<file path="config.mk">
export PLATFORM = sky130hd
export DESIGN_NAME = inv_mix_columns_seq
export DESIGN_NICKNAME = d
export VERILOG_FILES = /design/src/rtl/aes_pkg.sv /design/src/rtl/mix_column_word.sv /design/src/rtl/inv_mix_columns_seq.sv
export SDC_FILE = /design/constraint.sdc
export NUM_CORES = 1
export LEC_CHECK = 0
export CELL_PAD_IN_SITES_DETAIL_PLACEMENT = 1
export CELL_PAD_IN_SITES_GLOBAL_PLACEMENT = 1
export CORE_ASPECT_RATIO = 0.8
export CORE_MARGIN = 5
export CORE_UTILIZATION = 40
export DETAILED_ROUTE_END_ITERATION = 16
export GPL_TIMING_DRIVEN = 0
export PLACE_DENSITY_LB_ADDON = 0.1
export SLEW_MARGIN = 15
export SYNTH_ARGS = -nofsm -noshare
export SYNTH_HDL_FRONTEND = slang
export SYNTH_SLANG_ARGS = --single-unit
</file>
<file path="constraint.sdc">
create_clock -name CLK -period 4.98 [get_ports CLK]
set_input_delay 0.996 -clock CLK [delete_from_list [all_inputs] [get_ports CLK]]
set_output_delay 0.996 -clock CLK [all_outputs]
set_load 0.01 [all_outputs]
</file>
<file path="src/rtl/aes_pkg.sv">
// Shared AES types and GF(2^8) helpers for the word-serial MixColumns engine.
//   word_t / state_t : one 32-bit column / the full 128-bit state
//   mc_state_t       : sequencer states of inv_mix_columns_seq
//   xtime            : multiply by x (02) modulo the AES polynomial
//   gf_mul_const     : multiply by one of the MixColumns coefficients
package aes_pkg;

  typedef logic [31:0]  word_t;
  typedef logic [127:0] state_t;

  typedef enum logic [1:0] {
    IDLE = 2'd0,
    RUN  = 2'd1,
    DONE = 2'd2
  } mc_state_t;

  localparam logic [7:0] AES_POLY = 8'h1b;

  function automatic logic [7:0] xtime(input logic [7:0] x);
    return {x[6:0], 1'b0} ^ (x[7] ? AES_POLY : 8'h00);
  endfunction

  // Only the coefficients used by (Inv)MixColumns are supported; any other
  // constant yields zero so a typo shows up loudly rather than silently.
  function automatic logic [7:0] gf_mul_const(input logic [7:0] x,
                                              input logic [7:0] c);
    logic [7:0] x2, x4, x8;
    x2 = xtime(x);
    x4 = xtime(x2);
    x8 = xtime(x4);
    case (c)
      8'h01:   return x;
      8'h02:   return x2;
      8'h03:   return x2 ^ x;
      8'h09:   return x8 ^ x;
      8'h0b:   return x8 ^ x2 ^ x;
      8'h0d:   return x8 ^ x4 ^ x;
      8'h0e:   return x8 ^ x4 ^ x2;
      default: return 8'h00;
    endcase
  endfunction

endpackage

</file>
<file path="src/rtl/mix_column_word.sv">
// Combinational (Inv)MixColumns transform of a single 32-bit column.
//   col_in  : column, byte b0 in [31:24] ... b3 in [7:0]
//   col_out : transformed column, same byte order
// INVERSE=1 uses coefficients (0e 0b 0d 09), INVERSE=0 uses (02 03 01 01).
module mix_column_word
  import aes_pkg::*;
#(
  parameter bit INVERSE = 1'b1
) (
  input  word_t col_in,
  output word_t col_out
);

  localparam logic [7:0] C0 = INVERSE ? 8'h0e : 8'h02;
  localparam logic [7:0] C1 = INVERSE ? 8'h0b : 8'h03;
  localparam logic [7:0] C2 = INVERSE ? 8'h0d : 8'h01;
  localparam logic [7:0] C3 = INVERSE ? 8'h09 : 8'h01;

  logic [7:0] b [4];
  logic [7:0] o [4];

  always_comb begin
    b[0] = col_in[31:24];
    b[1] = col_in[23:16];
    b[2] = col_in[15:8];
    b[3] = col_in[7:0];
  end

  // Row i of the circulant matrix: coefficient j multiplies b[(i+j) mod 4].
  always_comb begin
    for (int i = 0; i < 4; i++) begin
      o[i] = gf_mul_const(b[i], C0)
           ^ gf_mul_const(b[(i + 1) % 4], C1)
           ^ gf_mul_const(b[(i + 2) % 4], C2)
           ^ gf_mul_const(b[(i + 3) % 4], C3);
    end
  end

  assign col_out = {o[0], o[1], o[2], o[3]};

endmodule

</file>
<file path="src/rtl/inv_mix_columns_seq.sv">
// Word-serial (Inv)MixColumns engine: one column per clock over four RUN
// cycles, streaming each result word and assembling the full state.
//   CLK, RESET_N : clock (rising edge), asynchronous active-low reset
//   start        : request, sampled only in IDLE
//   state_in     : 128-bit state, column 0 = [127:96]; captured on accept
//   busy         : high in RUN
//   word_valid   : high in RUN; word_out/word_sel valid that cycle
//   word_sel     : column index of word_out
//   word_out     : transformed column (zero outside RUN)
//   result_out   : assembled transformed state, held after DONE
//   done         : one-cycle pulse once result_out is complete
module inv_mix_columns_seq
  import aes_pkg::*;
#(
  parameter bit INVERSE = 1'b1
) (
  input  logic         CLK,
  input  logic         RESET_N,
  input  logic         start,
  input  logic [127:0] state_in,
  output logic         busy,
  output logic         word_valid,
  output logic [1:0]   word_sel,
  output logic [31:0]  word_out,
  output logic [127:0] result_out,
  output logic         done
);

  mc_state_t fsm_q, fsm_d;
  logic [1:0] idx_q, idx_d;
  state_t     cap_q, cap_d;
  state_t     result_q, result_d;

  word_t col_in, col_out;

  always_comb begin
    col_in = cap_q[127:96];
    case (idx_q)
      2'd1:    col_in = cap_q[95:64];
      2'd2:    col_in = cap_q[63:32];
      2'd3:    col_in = cap_q[31:0];
      default: col_in = cap_q[127:96];
    endcase
  end

  // Single transform instance, time-shared across the four columns.
  mix_column_word #(.INVERSE(INVERSE)) u_mix (
    .col_in  (col_in),
    .col_out (col_out)
  );

  always_comb begin
    fsm_d    = fsm_q;
    idx_d    = idx_q;
    cap_d    = cap_q;
    result_d = result_q;
    case (fsm_q)
      IDLE: begin
        if (start) begin
          cap_d = state_in;
          idx_d = 2'd0;
          fsm_d = RUN;
        end
      end
      RUN: begin
        case (idx_q)
          2'd0:    result_d[127:96] = col_out;
          2'd1:    result_d[95:64]  = col_out;
          2'd2:    result_d[63:32]  = col_out;
          default: result_d[31:0]   = col_out;
        endcase
        // Index wraps 3 -> 0, so word_sel reads 0 again outside RUN.
        idx_d = idx_q + 2'd1;
        if (idx_q == 2'd3) fsm_d = DONE;
      end
      DONE:    fsm_d = IDLE;
      default: fsm_d = IDLE;
    endcase
  end

  always_ff @(posedge CLK or negedge RESET_N) begin
    if (!RESET_N) begin
      fsm_q    <= IDLE;
      idx_q    <= 2'd0;
      cap_q    <= '0;
      result_q <= '0;
    end else begin
      fsm_q    <= fsm_d;
      idx_q    <= idx_d;
      cap_q    <= cap_d;
      result_q <= result_d;
    end
  end

  // Outputs decode directly from registered state, so they follow an
  // asynchronous reset immediately.
  assign busy       = (fsm_q == RUN);
  assign word_valid = (fsm_q == RUN);
  assign done       = (fsm_q == DONE);
  assign word_sel   = idx_q;
  assign word_out   = (fsm_q == RUN) ? col_out : 32'h0;
  assign result_out = result_q;

endmodule

</file>
==> out/results.tsv <==
stage	metric	value	unit
clocking	Post-CTS Hold Buffers	0	
worst_setup_path	cell chain of the critical path	inv_4, ha_4, buf_8, a222oi_1, buf_4, buf_6, xnor2_4, xor2_2, a21oi_4, buf_6, xor2_2, xnor2_1, xnor3_2, nor2_1, buf_2	
route	DRC	0	
timing	Post-Route Skew	13.3	ps
final_layout	multi-input logic area	7950	sq um
timing	Worst-Margin Slew	1100	ps
worst_setup_path	worst-path maximum fanout	7	
worst_setup_path	reg2reg start	word_sel[1]	
synthesis	Ys Warns	0	
final_layout	most common cell after layout, fill and taps aside	clkdlybuf4s50_1	
final_layout	register area	6510	sq um
worst_setup_path	Startpoint Class	flip-flop	
final_layout	layout cell share with drive strength beyond 1	31.1	%
worst_setup_path	FF-to-FF End	result_out[92]	
final_layout	fin cells	2185	
clocking	CTS H-tree depth	1	
synthesis	post-synthesis average cell area	10.6	sq um
die	Initial Utilization	40.2	%
clocking	TritonCTS Sinks	260	
route	WL final	56.7	mm
route	via count	11825	
die	I/O pin cnt	296	
timing	final setup slack of the worst path	-131	ps
synthesis	Post-Syn Area	13400	sq um
timing	fmax	196	MHz
final_layout	commonest non-fill, non-tap cells in the layout	clkdlybuf4s50_1, dfrtp_1, nand2_1	
timing	RSZ-0062 raised after global routing	true	
timing	final setup violation count	6	
flow_run	max_cap viols	0	
placed_design	detailed-placement wirelength estimate	39.0	mm
grt	first-pass GRT wire length	81.5	mm
grt	largest net degree at the start of global routing	104	
worst_setup_path	Critical-path top delay cell	a222oi_1	
timing	Slew Viols, Final	0	
outcome	failing checks	negative setup slack	
route	Pre-antenna DRT Iters	6	
worst_setup_path	max incr delay on CP	710	ps
route	DRT antenna net count	0	
synthesis	Post-Syn Nets	1402	
synthesis	#FFs+latches synth	260	
final_layout	Ant. Diodes	0	
final_layout	nets	1866	
grt	vias in the first global route	12541	
clocking	Max Root-Sink Buffers	3	
placed_design	Port Buffers	295	
clocking	total CTS buffers	27	
grt	GRT Total Usage	28.6	%
final_layout	Finished Cell Area	20600	sq um
placed_design	Placement Cell Area	17000	sq um
clocking	Clock Latency Late Sink	560	ps
final_layout	Layout area overhead	53.7	%
synthesis	Synth cell types	33	
placed_design	Routability Congestion	0.954	
die	die area	37300	sq um
grt	initial antenna violation count	1	
final_layout	filler cell count	3495	
outcome	outcome	complete, but fails checks	
die	row cnt	60	
route	DRT iter0 DRCs	987	
timing	slew margin rel.	26.3	%
timing	Tcrit/Tclk final	103	%
route	vias per std cell	5.41	
worst_setup_path	R2R setup slack	1160	ps
timing	post-route minimum period	5110	ps
worst_hold_path	HP Class	in2async	
die	Die W	215	um
timing	smallest hold slack	374	ps
die	Die Span Y	174	um
synthesis	Seq/Total Area, Yosys	48.5	%
worst_setup_path	worst r2r path cells	17	
worst_setup_path	CP arrival	4120	ps
placed_design	placed cell count	1999	
synthesis	post-synthesis cell count	1266	
clocking	CTS root buffer	clkbuf_16	
worst_setup_path	Worst Setup Path Type	reg2out	
timing	Final Hold Vio Count	0	
route	Avg WL per Cell	25.9	um
clocking	clock-pin slew on the worst setup and hold paths	60	ps
die	core region area	33400	sq um
worst_setup_path	crit path capture type	output pin	
grt	remaining global-route overflow	0	
worst_setup_path	Req. time, crit path	3980	ps
clocking	CTS tree	yes	
## sequential cells by signal, summed over array words and instances (netlist names)
name and count:
word_sel 2, fsm_q 2, cap_q 128, result_out 128
## per-stage QoR
stage	TNS (ps)	util (%)	setup WS, ps
6_report	-493	61.7	-131
5_1_grt	-1840	61.7	-245
4_1_cts	-20.6	59.9	-14.0
3_5_place_dp	-24560	50.8	-1130
3_3_place_gp	-2182890	50.6	-8340
2_1_floorplan	0	-	860
## per-layer routing
metal  share of wire, %  track usage [%]
met2                 47             46.0
met3                6.6             6.06
met5                  0                0
met4                2.8             6.41
met1                 44             40.3
## worst max path at each step
stage                startpoint             end  slack (ps)  cells past startpoint
floorplan           word_sel[1]    word_out[20]         860                     11
global placement        RESET_N  result_out[71]       -8340                      1
detailed placement  word_sel[0]    word_out[27]       -1130                     12
CTS                 word_sel[1]    word_out[12]         -10                     15
global route        word_sel[1]    word_out[20]        -240                     15
finish              word_sel[1]    word_out[20]        -130                     15
## worst max-delay path, delay by kind of cell, from the launching register on
family / cells / cell delay (ps)
compound gates: 2 / 820
xor+xnor: 5 / 1070
fa+ha+maj: 1 / 200
buf+inv: 6 / 900
flops: 1 / 460
simple gates: 1 / 120
## cells in the mapped netlist, drive strengths merged
cell     number  area (sq um)
mux2i        12           124
xnor2       212          1890
nor3b         1          7.51
a21o          1          7.51
a22oi         1          7.51
a222oi       31           310
o21ai       155           783
nand2b        1          6.26
xor2         76           673
nand2       160           601
a21oi        41           209
dfrtp       260          6510
clkbuf       71           267
buf          24           136
mux2        126          1420
nor2b         1          6.26
xnor3         3          67.6
inv           8          30.0
nor2         73           274
a22o          1          8.76
a2bb2oi       1          8.76
o21bai        1          7.51
clkinv        1          3.75
ha            5          62.6
## cell families (layout without fill, tap and decap cells)
logic type / count (synthesis) / after routing / synth area share, %
XOR/XNOR: 291 / 291 / 19.6
flip-flops: 260 / 260 / 48.5
AND/OR/NAND/NOR: 236 / 236 / 6.67
AO/OA/AOI/OAI: 232 / 232 / 10.0
multiplexers: 138 / 138 / 11.5
buffers and inverters: 104 / 589 / 3.25
adder cells (fa/ha/maj): 5 / 5 / 0.466
## timing repair
item                       CTS  global route
setup endpoints to repair   32            30
pin swaps                   91            61
cloned                       0             1
buffers inserted            97            38
gates resized for setup    292            79
## cell type report
class,count,area share (%)
timing repair buffer,435,19.9
clock buffer,38,3.91
clock inverter,12,0.710
buffer,95,2.57
inverter,9,0.176
tap,434,2.63
sequential,260,31.6
multi-input combinational,902,38.5
Power is not shown: default switching activity piles up to over one toggle a cycle in this logic, so the estimate is an artifact.
